`config.mk`:
```
export PLATFORM = sky130hd
export DESIGN_NAME = tl45_rf_write_arbiter
export DESIGN_NICKNAME = d
export VERILOG_FILES = /design/src/rtl/tl45_rf_write_arbiter.sv
export SDC_FILE = /design/constraint.sdc
export NUM_CORES = 1
export LEC_CHECK = 0
export BUFFER_PORTS_ARGS = -buffer_cell sky130_fd_sc_hd__buf_2
export CAP_MARGIN = 0
export CORE_MARGIN = 2
export CORE_UTILIZATION = 30
export DETAILED_ROUTE_END_ITERATION = 12
export SYNTH_ARGS = -nofsm -noshare
export SYNTH_HDL_FRONTEND = slang
export SYNTH_SLANG_ARGS = --single-unit
```
`constraint.sdc`:
```
create_clock -name i_clk -period 2.2 [get_ports i_clk]
set_input_delay 0.55 -clock i_clk [delete_from_list [all_inputs] [get_ports i_clk]]
set_output_delay 0.55 -clock i_clk [all_outputs]
set_load 0.01 [all_outputs]
```
`src/rtl/tl45_rf_write_arbiter.sv`:
```
// -----------------------------------------------------------------------------
// tl45_rf_write_arbiter
//   Shares the single register-file write port between the in-order
//   writeback path (A) and the long-latency return path (B: divider / load
//   return).
//
//   Arbitration:
//     - A has priority.
//     - B is protected by a starvation counter. After B has waited STARVE_MAX
//       cycles, A is stalled and B is forced through.
//
//   Scoreboard:
//     A 16-entry scoreboard marks registers that still have an outstanding
//     B write, so decode can detect the hazard and stall.
//
//   Parameters:
//     STARVE_MAX   cycles B may wait before A is stalled (>= 1)
//
//   Optional feature:
//     TL45_WBARB_FWD_EN adds o_fwd_reg / o_fwd_val. These are registered
//     alongside the write port so decode can bypass the value in the cycle
//     the register file is written.
//
//   Ports:
//     i_clk, i_reset_n              clock / async active-low reset
//     i_a_dr, i_a_val               writeback dest reg (0 = none) and data
//     o_pipe_stall                  stall to writeback (A held upstream)
//     i_b_valid, i_b_dr, i_b_val    long-latency result
//     o_b_ready                     B accepted this cycle (combinational)
//     i_sb_set, i_sb_reg            mark register pending at issue
//     i_chk_reg, o_chk_busy         decode hazard query (combinational)
//     o_rf_en, o_rf_reg, o_rf_val   registered register-file write port
// -----------------------------------------------------------------------------
module tl45_rf_write_arbiter #(
    parameter int STARVE_MAX = 4
) (
    input  logic        i_clk,
    input  logic        i_reset_n,
    input  logic [3:0]  i_a_dr,
    input  logic [31:0] i_a_val,
    output logic        o_pipe_stall,
    input  logic        i_b_valid,
    input  logic [3:0]  i_b_dr,
    input  logic [31:0] i_b_val,
    output logic        o_b_ready,
    input  logic        i_sb_set,
    input  logic [3:0]  i_sb_reg,
    input  logic [3:0]  i_chk_reg,
    output logic        o_chk_busy,
`ifdef TL45_WBARB_FWD_EN
    output logic [3:0]  o_fwd_reg,
    output logic [31:0] o_fwd_val,
`endif
    output logic        o_rf_en,
    output logic [3:0]  o_rf_reg,
    output logic [31:0] o_rf_val
);

    localparam int CW = $clog2(STARVE_MAX + 1);
    localparam logic [CW-1:0] CMAX = CW'(STARVE_MAX);

    typedef enum logic {NORMAL, FORCE_B} state_t;

    state_t      state_q, state_d;
    logic [CW-1:0] cnt_q, cnt_d;
    logic [15:0] sb_q, sb_d;
    logic        rf_en_q, rf_en_d;
    logic [3:0]  rf_reg_q, rf_reg_d;
    logic [31:0] rf_val_q, rf_val_d;
    logic        a_req, grant_b;

    always_comb begin
        a_req   = (i_a_dr != 4'd0);
        grant_b = (state_q == FORCE_B) ? i_b_valid : (i_b_valid & ~a_req);

        // Counts consecutive cycles B is left waiting; any gap or accept restarts it.
        cnt_d = cnt_q;
        if (!i_b_valid || grant_b) cnt_d = '0;
        else if (cnt_q != CMAX)    cnt_d = cnt_q + 1'b1;

        // Force B once its wait reaches the limit. The stall then shows up on
        // the very next cycle, so B sees exactly STARVE_MAX refused cycles.
        // FORCE_B always lasts one cycle: either B is accepted, or B dropped
        // valid and there is nothing left to force.
        state_d = NORMAL;
        if (state_q == NORMAL && cnt_d == CMAX) state_d = FORCE_B;

        // Apply the clear before the set, so a new issue to the same register
        // wins over the returning result.
        sb_d = sb_q;
        if (grant_b)                         sb_d[i_b_dr]   = 1'b0;
        if (i_sb_set && i_sb_reg != 4'd0)    sb_d[i_sb_reg] = 1'b1;
        sb_d[0] = 1'b0;

        rf_en_d  = 1'b0;
        rf_reg_d = 4'd0;
        rf_val_d = 32'd0;
        if (grant_b) begin
            rf_en_d  = (i_b_dr != 4'd0);
            rf_reg_d = i_b_dr;
            rf_val_d = i_b_val;
        end else if (state_q == NORMAL && a_req) begin
            rf_en_d  = 1'b1;
            rf_reg_d = i_a_dr;
            rf_val_d = i_a_val;
        end
    end

    always_ff @(posedge i_clk or negedge i_reset_n) begin
        if (!i_reset_n) begin
            state_q  <= NORMAL;
            cnt_q    <= '0;
            sb_q     <= 16'd0;
            rf_en_q  <= 1'b0;
            rf_reg_q <= 4'd0;
            rf_val_q <= 32'd0;
        end else begin
            state_q  <= state_d;
            cnt_q    <= cnt_d;
            sb_q     <= sb_d;
            rf_en_q  <= rf_en_d;
            rf_reg_q <= rf_reg_d;
            rf_val_q <= rf_val_d;
        end
    end

`ifdef TL45_WBARB_FWD_EN
    logic [3:0]  fwd_reg_q;
    logic [31:0] fwd_val_q;

    always_ff @(posedge i_clk or negedge i_reset_n) begin
        if (!i_reset_n) begin
            fwd_reg_q <= 4'd0;
            fwd_val_q <= 32'd0;
        end else begin
            fwd_reg_q <= rf_en_d ? rf_reg_d : 4'd0;
            fwd_val_q <= rf_val_d;
        end
    end

    assign o_fwd_reg = fwd_reg_q;
    assign o_fwd_val = fwd_val_q;
`endif

    // The grant is gated with reset so a pending B is never acknowledged while
    // reset is held; the B unit re-presents its result after release.
    assign o_b_ready    = grant_b & i_reset_n;
    assign o_pipe_stall = (state_q == FORCE_B);
    assign o_chk_busy   = sb_q[i_chk_reg];
    assign o_rf_en      = rf_en_q;
    assign o_rf_reg     = rf_reg_q;
    assign o_rf_val     = rf_val_q;

endmodule

```
==> results of run 1 <==
how the worst min path moves through the flow:
stage | end | start | cells past startpoint | slack (ns)
finish | o_rf_val[21] | i_reset_n | 2 | 0.44
global route | o_rf_val[28] | i_a_val[28] | 3 | 0.45
CTS | o_rf_val[16] | i_a_val[16] | 3 | 0.45
detailed placement | sb_q[12] | sb_q[12] | 1 | 0.48
global placement | sb_q[15] | sb_q[15] | 1 | 0.48
floorplan | cnt_q[0] | i_reset_n | 0 | 0.25
worst max-delay path: stages:
cell and delay (ns):
clkbuf_4 0.16, mux4_2 0.51, o22ai_2 0.18, a31oi_1 0.05
buf_2 0.14
where the power goes:
part           switching [W]  internal (W)  total (W)  leakage (nW)
Clock               0.000313      0.000328   0.000641        0.0501
Combinational       0.000228      0.000225   0.000453          1.07
Sequential         0.0000528       0.00114    0.00119         0.639
cell type report:
cell class / instances / area [um2] / share of cell area, %
clock buffer: 5 / 68.8 / 1.92
clock inverter: 1 / 30.0 / 0.839
inverter: 38 / 143 / 3.98
multi-input combinational: 147 / 1130 / 31.5
sequential: 56 / 1400 / 39.1
tap: 108 / 135 / 3.77
timing repair buffer: 129 / 676 / 18.9
repair_timing:
item / 4_1_cts / 5_1_grt
resized for setup: 0 / 2
hold endpoints to repair: 0 / 0
setup endpoints to repair: 0 / 1
hold buffers: 0 / 0
kinds of logic after synthesis:
| group | Yosys count |
|---|---|
| AND/OR/NAND/NOR | 66 |
| AO/OA/AOI/OAI | 42 |
| flip-flops | 56 |
| multiplexers | 37 |
| buffers and inverters | 52 |
| adder cells (fa/ha/maj) | 2 |
layout by cell type (no fill, tap or decap), types with 2 or more instances in the layout:
cell type,count
a31oi_1,2
a32o_1,8
nand2b_1,3
a22o_1,9
buf_2,122
mux4_2,2
nor2b_1,9
o2111ai_1,13
buf_4,5
dfrtp_1,56
and3_1,2
nor2_1,4
nor3_1,2
nor4b_1,2
nand2_1,34
a221o_1,2
clkbuf_8,5
ha_1,2
inv_1,38
and2_1,2
mux2i_1,34
o21ai_0,2
routing by layer:
layer | GRT usage (%) | up-vias
met5 | 0 | -
met4 | 3.79 | 0
met3 | 4.25 | 6
met2 | 21.8 | 84
met1 | 18.6 | 1096
li1 | - | 1128
through the flow:
stage               setup slack [ns]  std cells
floorplan                      0.144        255
global placement              0.0692        478
detailed placement            0.0446        478
CTS                           0.0484        484
global route                 0.00319        484
finish                        0.0563        484
synthesized netlist by cell type (all sizes together) (2+ instances only):
cell	instances	share of area, %
dfrtp	56	51
inv	38	5.2
mux2i	34	12
nand2	34	4.6
o2111ai	13	4.1
a22o	9	2.9
nor2b	9	2.0
a32o	8	2.9
buf	7	2.3
clkbuf	7	0.95
nor2	4	0.55
nand2b	3	0.68
o21ai	3	0.55
a221o	2	0.73
a31oi	2	0.45
and2	2	0.45
and3	2	0.45
ha	2	0.91
mux4	2	1.6
nor3	2	0.36
nor4	2	1.0
nor4b	2	0.64
==> impl_results.md, run 1 <==
* Status: finished, final reports clean
* Grt ovf at 0
* Min cycle time layout at 2.14 ns
* WP data arrival at 1.59 ns
* Worst R2R Path Depth at 5
* Pwr Density at 637 nW/um2
* Tot GR Track Use at 13.8%
* Pleak at 1.76 nW
* Gpl congestion at 0.821
* M1 WL at 3050 um
* Final Cell Area at 3580 um2
* Synth cell types at 38
* Post-DP HPWL at 5130 um
* Global-route wire length before repair at 11,100 um
* Main combinational cell family by area after synthesis: multiplexers
* RSZ-0062 raised after global routing: false
* Adder-cell area share of the yosys netlist at 0.909%
* Fin nets at 463
* Synth Area in Simple Gates at 12.4%
* Register-to-register setup slack at 0.70 ns
* Drt wl/cell at 14.0 um
* Die width at 99.8 um
* DR DRC count at 0
* DRT Wirelength at 6770 um
* DR WL met2 at 3210 um
* Max reg flops at 32
* Top FF cell, synth: dfrtp_1
* Setup Crit Path Kind: primary input to primary output
* Vias in the first global route at 2,328
* Mux share of post-synthesis cell area at 14.4%
* Routed Antenna Nets at 0
* Htree depth at 2
* Worst reg2reg path startpoint: cnt_q[0]
* Clk_lat worst skew at 0.30 ns
* Min Hold Slack at 0.436 ns
* Largest net degree at the start of global routing at 57
* # setup viols final at 0
* ANT cells at 0
* Area Growth Syn to Fin at 30.0%
* Placed cell areas at 3470 um2
* Fin. max-slew vios at 0
* IO Pins at 124
* Synth Area in Compound Gates at 12.9%
* Clock tree buffer depth at 2
* Worst Setup End Kind: primary output
* Mapped Avg Cell Area at 10.8 um2
* CP startpoint kind: primary input
* Number of synthesized flops with an enable pin at 0
* Row Count at 34
* Initial Utilization at 31.3%
* Total Power at 0.00228 W
* Fillers at 892
* Core Util, Final at 40.7%
* Initial DRC Count at 83
* Final period util at 97.4%
* Via total after detailed routing at 2,314
* Post-synthesis xor/xnor area fraction at 0%
* Crit path max fanout at 6
* Mapped cell area at 2750 um2
* Clock root cell: clkbuf_8
* Max frequency at 0.466 GHz
* Rel. slew slack at 51.8%
* Cells after Synth at 255
* Setup tns final at 0 ns
* Worst Setup EP: o_chk_busy
* Die ar. at 9960 um2
* Total clock sinks at 56
* Clock-pin slew on the worst setup and hold paths at 0.09 ns
* Post-synthesis async set-or-reset flop share at 100%
* Antenna violations before repair at 0
* Share of cells above drive strength 1 at 37.5%
* Post-CTS Setup Bufs at 0
* CP startpoint: i_chk_reg[1]
* Endpoints failing hold at 0
* Syn nets at 341
* IO Port Bufs at 123
* First drt pass iteration count at 4
* Peak supply drop at 0.249 mV
* Seq cells post-synth at 56
* Register area share after synthesis at 50.9%
* YS warnings at 0
* CTS Buf Count at 5
* Met3 wire length at 463 um
* CTS tree: done
* Setup Skew at 0.00689 ns
* Top layer in use: met4
* Slew of the pin with the lowest slew margin at 0.723 ns
* Hold Path Class: primary input to asynchronous set/reset pin
* CP required at 1.65 ns
* Core box area at 8810 um2
* Die Ht at 99.8 um
* Max-Cap Viols at 0
* Critical R2R Capture: o_pipe_stall
* Vias per inst at 4.78
No activity file was read; power rests on OpenSTA's default activity.
==> run 2: changes to the inputs <==
--- a/config.mk
+++ b/config.mk
@@ -5,8 +5,10 @@
 export SDC_FILE = /design/constraint.sdc
 export NUM_CORES = 1
 export LEC_CHECK = 0
+export ABC_AREA = 1
 export BUFFER_PORTS_ARGS = -buffer_cell sky130_fd_sc_hd__buf_2
 export CAP_MARGIN = 0
+export CORE_ASPECT_RATIO = 1.25
 export CORE_MARGIN = 2
 export CORE_UTILIZATION = 30
 export DETAILED_ROUTE_END_ITERATION = 12
==> run 2 against run 1 <==
Net effect:
- hold slack worse by 0.046 ns
- non-clock buffer count down 1
- die area down 1.4%
- routed wire length up 19%
- setup slack better by 0.24 ns
- register-to-register slack better by 0.12 ns
- critical path type unchanged
- critical endpoint unchanged
- highest routed layer unchanged
==> impl_results.md, run 2 <==
* Crit path max fanout at 9 (+3)
* Slew of the pin with the lowest slew margin at 0.723 ns (-0.000842 ns)
* Fillers at 951 (+6.6%)
* Clock tree buffer depth at 2 (unchanged)
* Total Power at 0.00242 W (+6.2%)
* Syn nets at 436 (+28%)
* Synth area leaders: dfrtp_1, nand3_1, nand2_1
* Seq cells post-synth at 56 (unchanged)
* Row Count at 38 (+12%)
* Gpl congestion at 0.896 (+9.1%)
* Max frequency at 0.526 GHz (+13%)
* Pwr Density at 691 nW/um2 (+8.4%)
* Final period util at 86.3% (-11 points)
* Die width at 89.0 um (-11%)
* Top FF cell, synth: dfrtp_1
* DR WL met2 at 4150 um (+29%)
* List of most frequent post-synthesis cells: nand3_1, nand2_1, dfrtp_1, inv_1, nor2_1
* Met3 wire length at 656 um (+42%)
* Min cycle time layout at 1.90 ns (-0.244 ns)
* Vias in the first global route at 2,495 (+7.2%)
* Die Ht at 110 um (+10%)
* Hold-fix buffers, CTS at 0 (unchanged)
* Synth cell types at 19 (-50%)
* Number of synthesized flops with an enable pin at 0 (unchanged)
* Setup Crit Path Kind: primary input to primary output
* Area Growth Syn to Fin at 29.3%
* Tot GR Track Use at 15.6% (+1.7 points)
* Htree depth at 2 (unchanged)
* WP buf/inv at 3 (+1)
* M1 WL at 3270 um (+7.2%)
* DR DRC count at 0 (unchanged)
* Core box area at 8750 um2 (-0.65%)
* Post-synthesis async set-or-reset flop share at 100% (unchanged)
* Cells after Synth at 350 (+37%)
* Clock root cell: clkbuf_8
* Rel. slew slack at 51.8% (+0.056 points)
* Worst reg2reg path startpoint: o_pipe_stall
* Setup Skew at 0.0106 ns (+0.00372 ns)
* IO Port Bufs at 123 (unchanged)
* Clock-pin slew on the worst setup and hold paths at 0.10 ns (about the same)
* Commonest non-fill, non-tap cell in the layout: buf_2
* Most used cell, CP: nand3_1
* Grt ovf at 0 (unchanged)
* Status: finished, final reports clean
* Hold Path Class: primary input to asynchronous set/reset pin
* Synth top area share at 51.7% (+0.80 points)
* Mapped Avg Cell Area at 7.75 um2 (-28%)
* Count leader, synth: nand3_1
* IO Pins at 124 (unchanged)
* Antenna violations before repair at 0 (unchanged)
* Drt wl/cell at 13.8 um (-1.5%)
* WP data arrival at 1.35 ns (-0.24 ns)
* Register area share after synthesis at 51.7% (+0.80 points)
* CTS Buf Count at 5 (unchanged)
* Max reg flops at 32 (unchanged)
* Post-CTS sizing at 0 (unchanged)
* Pleak at 1.96 nW (+12%)
* Setup tns final at 0 ns (unchanged)
* Fin nets at 552 (+19%)
* Crit path largest cell delay at 0.17 ns (-0.34 ns)
* Crit-path cells: buf_2 -> inv_1 -> nand2_1 -> nand3_1 -> nand3_1 -> nand3_1 -> nand2_1 -> buf_2
* Via total after detailed routing at 2,727 (+18%)
* Cell taking the most area after synthesis: dfrtp_1
* ANT cells at 0 (unchanged)
* Global-route wire length before repair at 11,900 um (+7.9%)
* Max-Cap Viols at 0 (unchanged)
* DRT Wirelength at 8090 um (+19%)
* Die ar. at 9820 um2 (-1.4%)
* Clk_lat worst skew at 0.31 ns (about the same)
* Commonest non-fill, non-tap cells in the layout: buf_2, nand3_1, nand2_1, dfrtp_1, inv_1
* Endpoints failing hold at 0 (unchanged)
* Slowest CP cell: inv_1
* Vias per inst at 4.65 (-2.8%)
* Initial Utilization at 31.0% (-0.28 points)
* Post-DP HPWL at 5900 um (+15%)
* Total clock sinks at 56 (unchanged)
* CP startpoint: i_chk_reg[0]
* Top layer in use: met4
* Mapped cell area at 2710 um2 (-1.5%)
* Initial DRC Count at 138 (+66%)
* RSZ-0062 raised after global routing: false
* Post-CTS Setup Bufs at 0 (unchanged)
* CP required at 1.65 ns (about the same)
* Top Family by Delay on Critical Path: buffers and inverters
* # setup viols final at 0 (unchanged)
* Routed Antenna Nets at 0 (unchanged)
* Fin. max-slew vios at 0 (unchanged)
* Largest net degree at the start of global routing at 57 (unchanged)
* Share of cells above drive strength 1 at 30.0% (-7.5 points)
* Worst Setup End Kind: primary output
* CTS tree: done
* First drt pass iteration count at 4 (unchanged)
* Peak supply drop at 0.346 mV (+39%)
* YS warnings at 0 (unchanged)
* CP startpoint kind: primary input
[run 2: where the power goes]
part	total, W	internal, W	switching, W	leakage (nW)
clock	0.000579	0.000227	0.000352	0.0445
sequential	0.00124	0.00118	0.0000635	0.643
combinational	0.000602	0.000235	0.000367	1.27
[run 2: area by class of cell]
class                      count  area (um2)  share of cell area, %
sequential                    56        1400                   40.0
multi-input combinational    242        1090                   31.0
timing repair buffer         128         653                   18.6
tap                          120         150                   4.28
inverter                      33         124                   3.53
clock buffer                   5        68.8                   1.96
clock inverter                 3        21.3                  0.607
[run 2: routing by layer]
layer	track usage (%)	vias up
met1	18.9	1266
met4	3.09	0
met2	28.4	109
li1	-	1350
met5	0	-
met3	3.20	2
[run 2: worst paths after layout]
| check | to | slack, ns | cells past startpoint |
|---|---|---|---|
| min | o_rf_val[30] | 0.39 | 2 |
| min in group i_clk | o_rf_val[19] | 0.46 | 3 |
| max | o_chk_busy | 0.30 | 8 |
| max in group asynchronous | sb_q[14] | 1.32 | 2 |
| max reg2reg | sb_q[1] | 0.82 | 6 |
| min reg2reg | sb_q[7] | 0.48 | 2 |
[run 2: stage by stage]
| step | instance area (um2) | instances | util, % | setup slack [ns] | hold WS, ns |
|---|---|---|---|---|---|
| global placement | 3420 | 579 | 39.0 | 0.313 | 0.458 |
| global route | 3510 | 587 | 40.1 | 0.158 | 0.452 |
| detailed placement | 3420 | 579 | 39.0 | 0.298 | 0.461 |
| finish | 3510 | 587 | 40.1 | 0.301 | 0.390 |
| CTS | 3510 | 587 | 40.1 | 0.297 | 0.424 |
| floorplan | 2710 | 350 | - | 0.391 | 0.254 |
[run 2: cell families after synthesis]
logic type	share of synthesized area, %
DFF	51.7
buffers and inverters	8.21
adders and majority gates	0.923
AOI/OAI and AO/OA	1.01
and+or+nand+nor	37.5
xor gates and xnor gates	0.646
